**config.mk**
```make
export PLATFORM = sky130hd
export DESIGN_NAME = goboard_info_writer
export DESIGN_NICKNAME = d
export VERILOG_FILES = /design/src/rtl/goboard_info_writer.sv
export SDC_FILE = /design/constraint.sdc
export NUM_CORES = 1
export LEC_CHECK = 0
export CAP_MARGIN = 20
export CORE_ASPECT_RATIO = 0.9
export CORE_MARGIN = 2
export CORE_UTILIZATION = 50
export DETAILED_ROUTE_END_ITERATION = 7
export GPL_TIMING_DRIVEN = 0
export PLACE_DENSITY = 0.79
export SLEW_MARGIN = 20
export SYNTH_ARGS = -nofsm -noshare
export SYNTH_HDL_FRONTEND = slang
export SYNTH_SLANG_ARGS = --single-unit
```
**constraint.sdc**
```tcl
create_clock -name sys_clk_in -period 3.29 [get_ports sys_clk_in]
set_clock_uncertainty 0.2 [all_clocks]
set_input_delay 0.658 -clock sys_clk_in [delete_from_list [all_inputs] [get_ports sys_clk_in]]
set_output_delay 0.658 -clock sys_clk_in [all_outputs]
set_load 0.1 [all_outputs]
```
**src/rtl/goboard_info_writer.sv**
```systemverilog
// Character-stream front end for the 16x32 goboard info text RAM: accepts bytes,
// tracks a text cursor and generates every write on RAM port A (chars, line and page clears).
module goboard_info_writer #(
    parameter logic [7:0] FILL_CHAR      = 8'h20,
    parameter bit         CLEAR_ON_RESET = 1'b1
) (
    input  logic       sys_clk_in,
    input  logic       clr_n,
    input  logic [7:0] char_in,
    input  logic       char_valid,
    output logic       char_ready,
    output logic       wea,
    output logic [8:0] write_ram_addr,
    output logic [7:0] in_char,
    output logic [4:0] cur_row,
    output logic [3:0] cur_col,
    output logic       busy
);

    // Handshake: a byte transfers on every rising edge where char_valid and
    // char_ready are both high; char_in must stay stable until that edge.
    typedef enum logic [1:0] {IDLE, LINE_CLR, PAGE_CLR} state_t;

    state_t     state;
    logic [8:0] cnt;
    logic       printable;

    assign char_ready = (state == IDLE);
    assign printable  = (char_in >= 8'h20) && (char_in <= 8'h7E);

    always_ff @(posedge sys_clk_in or negedge clr_n) begin
        if (!clr_n) begin
            state          <= CLEAR_ON_RESET ? PAGE_CLR : IDLE;
            busy           <= CLEAR_ON_RESET;
            cnt            <= 9'd0;
            wea            <= 1'b0;
            write_ram_addr <= 9'd0;
            in_char        <= FILL_CHAR;
            cur_row        <= 5'd0;
            cur_col        <= 4'd0;
        end else begin
            wea <= 1'b0;
            case (state)
                IDLE: begin
                    if (char_valid) begin
                        if (printable) begin
                            wea            <= 1'b1;
                            write_ram_addr <= {cur_row, cur_col};
                            in_char        <= char_in;
                            cur_col        <= cur_col + 4'd1;
                            // Wrapping off the last column opens a fresh, cleared line.
                            if (cur_col == 4'd15) begin
                                cur_row <= cur_row + 5'd1;
                                cnt     <= 9'd0;
                                state   <= LINE_CLR;
                                busy    <= 1'b1;
                            end
                        end else begin
                            case (char_in)
                                8'h0A: begin
                                    cur_col <= 4'd0;
                                    cur_row <= cur_row + 5'd1;
                                    cnt     <= 9'd0;
                                    state   <= LINE_CLR;
                                    busy    <= 1'b1;
                                end
                                8'h0D: cur_col <= 4'd0;
                                8'h08: begin
                                    if (cur_col != 4'd0) begin
                                        cur_col        <= cur_col - 4'd1;
                                        wea            <= 1'b1;
                                        write_ram_addr <= {cur_row, cur_col - 4'd1};
                                        in_char        <= FILL_CHAR;
                                    end
                                end
                                8'h0C: begin
                                    cur_row <= 5'd0;
                                    cur_col <= 4'd0;
                                    cnt     <= 9'd0;
                                    state   <= PAGE_CLR;
                                    busy    <= 1'b1;
                                end
                                default: ;
                            endcase
                        end
                    end
                end
                LINE_CLR: begin
                    wea            <= 1'b1;
                    write_ram_addr <= {cur_row, cnt[3:0]};
                    in_char        <= FILL_CHAR;
                    cnt            <= cnt + 9'd1;
                    if (cnt[3:0] == 4'd15) begin
                        state <= IDLE;
                        busy  <= 1'b0;
                    end
                end
                PAGE_CLR: begin
                    wea            <= 1'b1;
                    write_ram_addr <= cnt;
                    in_char        <= FILL_CHAR;
                    cnt            <= cnt + 9'd1;
                    if (cnt == 9'd511) begin
                        state <= IDLE;
                        busy  <= 1'b0;
                    end
                end
                default: begin
                    state <= IDLE;
                    busy  <= 1'b0;
                end
            endcase
        end
    end

endmodule

```
== Word-level counts from Yosys, hierarchy flattened ==
Cells that the tools add are included.
Widths: inputs -> output; s select.

* Output and inout port bits: 29
* Input bits: 11
* Bits in registers: 39

* $add $sub $neg: 4
* Order comparisons: 2
* Muxes and demuxes: 40
* Reductions and logical operators: 17
* Equality and inequality tests: 19

{| class="wikitable"
|+ Operators by type and width
! cell !! number
|-
| $mux 9 || 8
|-
| $eq 8x4->1 const B || 4
|-
| $mux 8 || 4
|-
| $pmux 9 s3 || 1
|-
| $reduce_and 4->1 || 5
|-
| $pmux 9 s2 || 1
|-
| $pmux 8 s2 || 1
|-
| $mux 1 || 10
|-
| $mux 2 || 5
|-
| $mux 5 || 2
|-
| $pmux 5 s2 || 1
|-
| $reduce_and 5->1 || 2
|-
| $add 9x1->9 const B || 1
|-
| $eq 9x9->1 const B || 1
|-
| $reduce_bool 3->1 || 3
|-
| $eq 4x4->1 const B || 2
|-
| $ge 8x6->1 const B || 1
|-
| $le 8x7->1 const B || 1
|-
| $mux 4 || 2
|-
| $pmux 4 s2 || 1
|-
| $ne 2x2->1 const B || 3
|-
| $ne 3x1->1 const B || 2
|-
| $ne 3x2->1 const B || 2
|-
| $pmux 2 s3 || 1
|-
| 17 further kinds || 18
|}

== Depth between registers and ports, before layout ==
* Depth in word-level cells: 6
* Depth in mapped cells: 9
* Gate-level depth less buffers: 9

== Worst setup path before layout ==
No wires, ideal clock.

* Path kind: reg-to-reg
* Start point: register cur_col[0]
* End point: register write_ram_addr[4]
* Cell stages (with the launch flop): 10
* Setup slack: 0.217 ns
* Data arrival time: 2.747 ns
* Setup time: 0.126 ns
* Cell sequence: dfrtp_1 inv_1 ha_1 inv_1 nor3_1 o41ai_4 nand2_2 a21oi_4 buf_12 mux2_4

* Longest elaborated chain between the ends: 3

{| class="wikitable"
|+ RTL lines
! what !! line !! source
|-
| from (decl) || 16 || <nowiki>output logic [3:0] cur_col,</nowiki>
|-
| from (signal assigned) || 50 || <nowiki>cur_col <= cur_col + 4'd1;</nowiki>
|-
| from (signal assigned) || 70 || <nowiki>cur_col <= cur_col - 4'd1;</nowiki>
|-
| $reduce_bool 4->1 || 69 || <nowiki>if (cur_col != 4'd0) begin</nowiki>
|-
| $ne 3x1->1 (no line) || -- ||
|-
| $reduce_and 4->1 (no line) || -- ||
|-
| to (signal assigned) || 72 || <nowiki>write_ram_addr <= {cur_row, cur_col - 4'd1};</nowiki>
|-
| to (signal assigned) || 90 || <nowiki>write_ram_addr <= {cur_row, cnt[3:0]};</nowiki>
|-
| to (signal assigned) || 100 || <nowiki>write_ram_addr <= cnt;</nowiki>
|-
| to (decl) || 13 || <nowiki>output logic [8:0] write_ram_addr,</nowiki>
|}

No other way between the ends.
A chain may end at the register's enable or synchronous reset.

== Worst setup path after layout ==
* Start point: input port char_in[4]
* End point: register write_ram_addr[6]

* Longest elaborated chain between the ends: 5
* Elaborated cells between the ends (all ways): 10

{| class="wikitable"
|+ RTL lines
! what !! line !! source
|-
| from (decl) || 9 || <nowiki>input logic [7:0] char_in,</nowiki>
|-
| $ge 8x6->1 / $le 8x7->1 (equally long branches) || 29 || <nowiki>assign printable = (char_in >= 8'h20) && (char_in <= 8'h7E);</nowiki>
|-
| $logic_and 1x1->1 || 29 ||
|-
| $mux 9 || 46 || <nowiki>if (printable) begin</nowiki>
|-
| $mux 9 || 45 || <nowiki>if (char_valid) begin</nowiki>
|-
| $pmux 9 s3 || 43 || <nowiki>case (state)</nowiki>
|-
| to (signal assigned) || 48 || <nowiki>write_ram_addr <= {cur_row, cur_col};</nowiki>
|-
| to (signal assigned) || 72 ||
|-
| to (signal assigned) || 90 ||
|}

Several ways; a longest one is shown, not always the timed one. The select of a mux whose other input is x is not followed.

==> impl_metrics.tcl <==
set metrics [dict create \
    die-area_um2 5110 \
    core_area_um2 4400 \
    timing.critical_path.cells "clkdlybuf4s50_1, or4_4, or2_4, o41ai_4, nand2_2, a21oi_4, buf_4, mux2_2" \
    timing.fmax_mhz 310 \
    gr-total-overflow 0 \
    worst_ep_required_time_ns 3.26 \
    synthesis.area_um2 2280 \
    timing.critical_path.slowest_cell_delay_ns 0.56 \
    placed_cells_incl_taps 340 \
    finalWirelength_um 5220 \
    synth_top_flop_cell "sky130_fd_sc_hd__dfrtp_1" \
    grt_pass1_vias 1880 \
    cts-hold-fix-buffers 0 \
    grt_first_pass_wirelength_um 8670 \
    floorplan.initialDensity 0.517 \
    cts_tree "yes" \
    maxCapViolations 0 \
    critPathLaunchType "input pin" \
    synth.net_count 258 \
    syn_area_per_cell_um2 9.56 \
    remaining_drc_errors 0 \
    final_hold_viol_count 0 \
    period_share 0.981 \
    ys_warn_count 0 \
    h-tree-depth 2 \
    pin_count_of_the_biggest_net_entering_global_routing 23 \
    drt_iter0_markers 111 \
    async_reset_ff_frac 1.00 \
    row_count 23 \
    clock_transition_at_the_registers_of_the_reported_paths_ns 0.08 \
    crit_slowest_cell "sky130_fd_sc_hd__or4_4" \
    inserted_diodes 0 \
    top_level_port_count 40 \
    cp-end-kind "register" \
    track_usage 0.224 \
    report.final.slew_viol_count 0 \
    post-synth-top-area-cell "sky130_fd_sc_hd__dfrtp_1" \
    worst_slew_margin_rel 0.337 \
    nFillCells 383 \
    io_buffers 39 \
    synthDistinctLibCells 45 \
    die_h_um 68.0 \
    synth-edff-count 0 \
    nets 307 \
    cts-buffers-inserted 5 \
    tightest_slew_ns 0.992 \
    netlist_instances 238 \
    finish.cell_count_without_fillers 350 \
    worstPathBufferInverterCount 2 \
    criticalPathCategory "in2reg" \
    fin_crit_ns 3.23 \
    synth_area_leaders "sky130_fd_sc_hd__dfrtp_1 40%, sky130_fd_sc_hd__nand2_1 5.8%, sky130_fd_sc_hd__ha_1 4.9%" \
    crit_path_max_fanout 4 \
    post-synth-top-count-cell "sky130_fd_sc_hd__dfrtp_1" \
    vias_per_cell 5.59 \
    finalWeightedCongestion 0.917 \
    synth-seq-area-share 0.430 \
    syn2layout_area_growth_pct 27.2 \
    cts_root_buffer "sky130_fd_sc_hd__clkbuf_8" \
    die_x_um 75.1 \
    register_area_um2 980 \
    min_path_type "in2async" \
    postRouteAntennaNets 0 \
    clk_path_buf_depth 2 \
    drive_gt1_frac 0.128 \
    cp.arrival_ns 3.20 \
    final-setup-viol-count 0 \
    detailedRoute.firstPassIterationCount 4 \
    vias 1957 \
    netlist.area_leader.share 0.396 \
    detail_route.wl_per_cell_um 14.9 \
    clock_insertion_delay_worst_skew_ns 0.29 \
    grt_antenna_before_repair 0 \
    finish.utilization 0.657 \
    cts_num_sinks 39 \
    synth_common_cells "36 x sky130_fd_sc_hd__dfrtp_1, 35 x sky130_fd_sc_hd__nand2_1, 20 x sky130_fd_sc_hd__o21ai_0" \
    outcome "completed" \
    multiInputGateArea_um2 1210 \
    postSynthRegisterBits 39 \
    dp_hpwl_um 3770 \
    kind_of_cell_with_the_highest_combined_delay_on_the_critical_path "simple AND/OR/NAND/NOR gates" \
]
## area by class of cell
type | count | area share
buffer | 6 | 0.0134
clock buffer | 8 | 0.0346
inverter | 15 | 0.0195
multi-input combinational | 178 | 0.419
sequential | 39 | 0.339
tap | 62 | 0.0268
timing repair buffer | 42 | 0.148
## worst paths after layout
| kind | to | slack [ns] | startpoint | depth (start not counted) |
|---|---|---|---|---|
| max | write_ram_addr[6] | 0.06 | char_in[4] | 8 |
| max reg2reg | cnt[1] | 0.42 | state[0] | 7 |
| min reg2reg | write_ram_addr[7] | 0.31 | write_ram_addr[7] | 1 |
| min | write_ram_addr[5] | 0.1 | clr_n | 1 |
| max in group asynchronous | state[1] | 2.26 | clr_n | 2 |
| min in group sys_clk_in | write_ram_addr[7] | 0.31 | write_ram_addr[7] | 1 |
## sequential cells by signal (all words and copies together), names as in the netlist
| name | cells |
|---|---|
| busy | 1 |
| cnt | 9 |
| cur_col | 4 |
| cur_row | 5 |
| in_char | 8 |
| state | 2 |
| wea | 1 |
| write_ram_addr | 9 |
## through the flow
step / area (µm²) / TNS (ns) / setup slack (ns) / hold WS (ns)
finish: 2890 / 0 / 0.0638 / 0.0968
global route: 2890 / -0.0104 / -0.0104 / 0.129
CTS: 2880 / 0 / 0.0758 / 0.110
detailed placement: 2770 / -3.92 / -0.316 / 0.295
global placement: 2740 / -3.62 / -0.303 / 0.281
floorplan: 2280 / 0 / 0.217 / 0.162
## cell families after synthesis
family / count (synthesis) / share of synthesized area
AOI/OAI and AO/OA: 54 / 0.170
xor gates and xnor gates: 4 / 0.0154
adders and majority gates: 9 / 0.0495
buffers and inverters: 21 / 0.0418
DFF: 39 / 0.430
muxes: 18 / 0.0902
and+or+nand+nor: 93 / 0.202
## placed cells by master (no fill, tap or decap), types with 5 or more instances in the layout
| master | n |
|---|---|
| sky130_fd_sc_hd__clkdlybuf4s50_1 | 38 |
| sky130_fd_sc_hd__mux2i_1 | 7 |
| sky130_fd_sc_hd__a21oi_1 | 9 |
| sky130_fd_sc_hd__nand2_1 | 35 |
| sky130_fd_sc_hd__nor2_1 | 14 |
| sky130_fd_sc_hd__mux2_2 | 8 |
| sky130_fd_sc_hd__clkbuf_1 | 6 |
| sky130_fd_sc_hd__nand2b_1 | 5 |
| sky130_fd_sc_hd__clkbuf_8 | 7 |
| sky130_fd_sc_hd__a32o_1 | 6 |
| sky130_fd_sc_hd__o21ai_0 | 20 |
| sky130_fd_sc_hd__nand3_1 | 9 |
| sky130_fd_sc_hd__dfrtp_1 | 36 |
| sky130_fd_sc_hd__nor3_1 | 7 |
| sky130_fd_sc_hd__inv_1 | 15 |
| sky130_fd_sc_hd__ha_1 | 9 |
## routing by layer
| layer | up-vias | global-route usage | part of all wire |
|---|---|---|---|
| met5 | - | 0 | 0 |
| met3 | 5 | 0.0309 | 0.050 |
| li1 | 948 | - | - |
| met1 | 944 | 0.297 | 0.46 |
| met2 | 60 | 0.379 | 0.48 |
| met4 | 0 | 0.0714 | 0.0094 |
## timing repair
action	4_1_cts	5_1_grt
pin swaps	1	0
endpoints found under the hold margin	0	0
gates resized for setup	0	1
buffers inserted	2	0
setup endpoints to repair	2	2
Power is left out: the tool's default activity adds up to more than one toggle a clock period on the data nets, which glitch-free logic cannot reach.
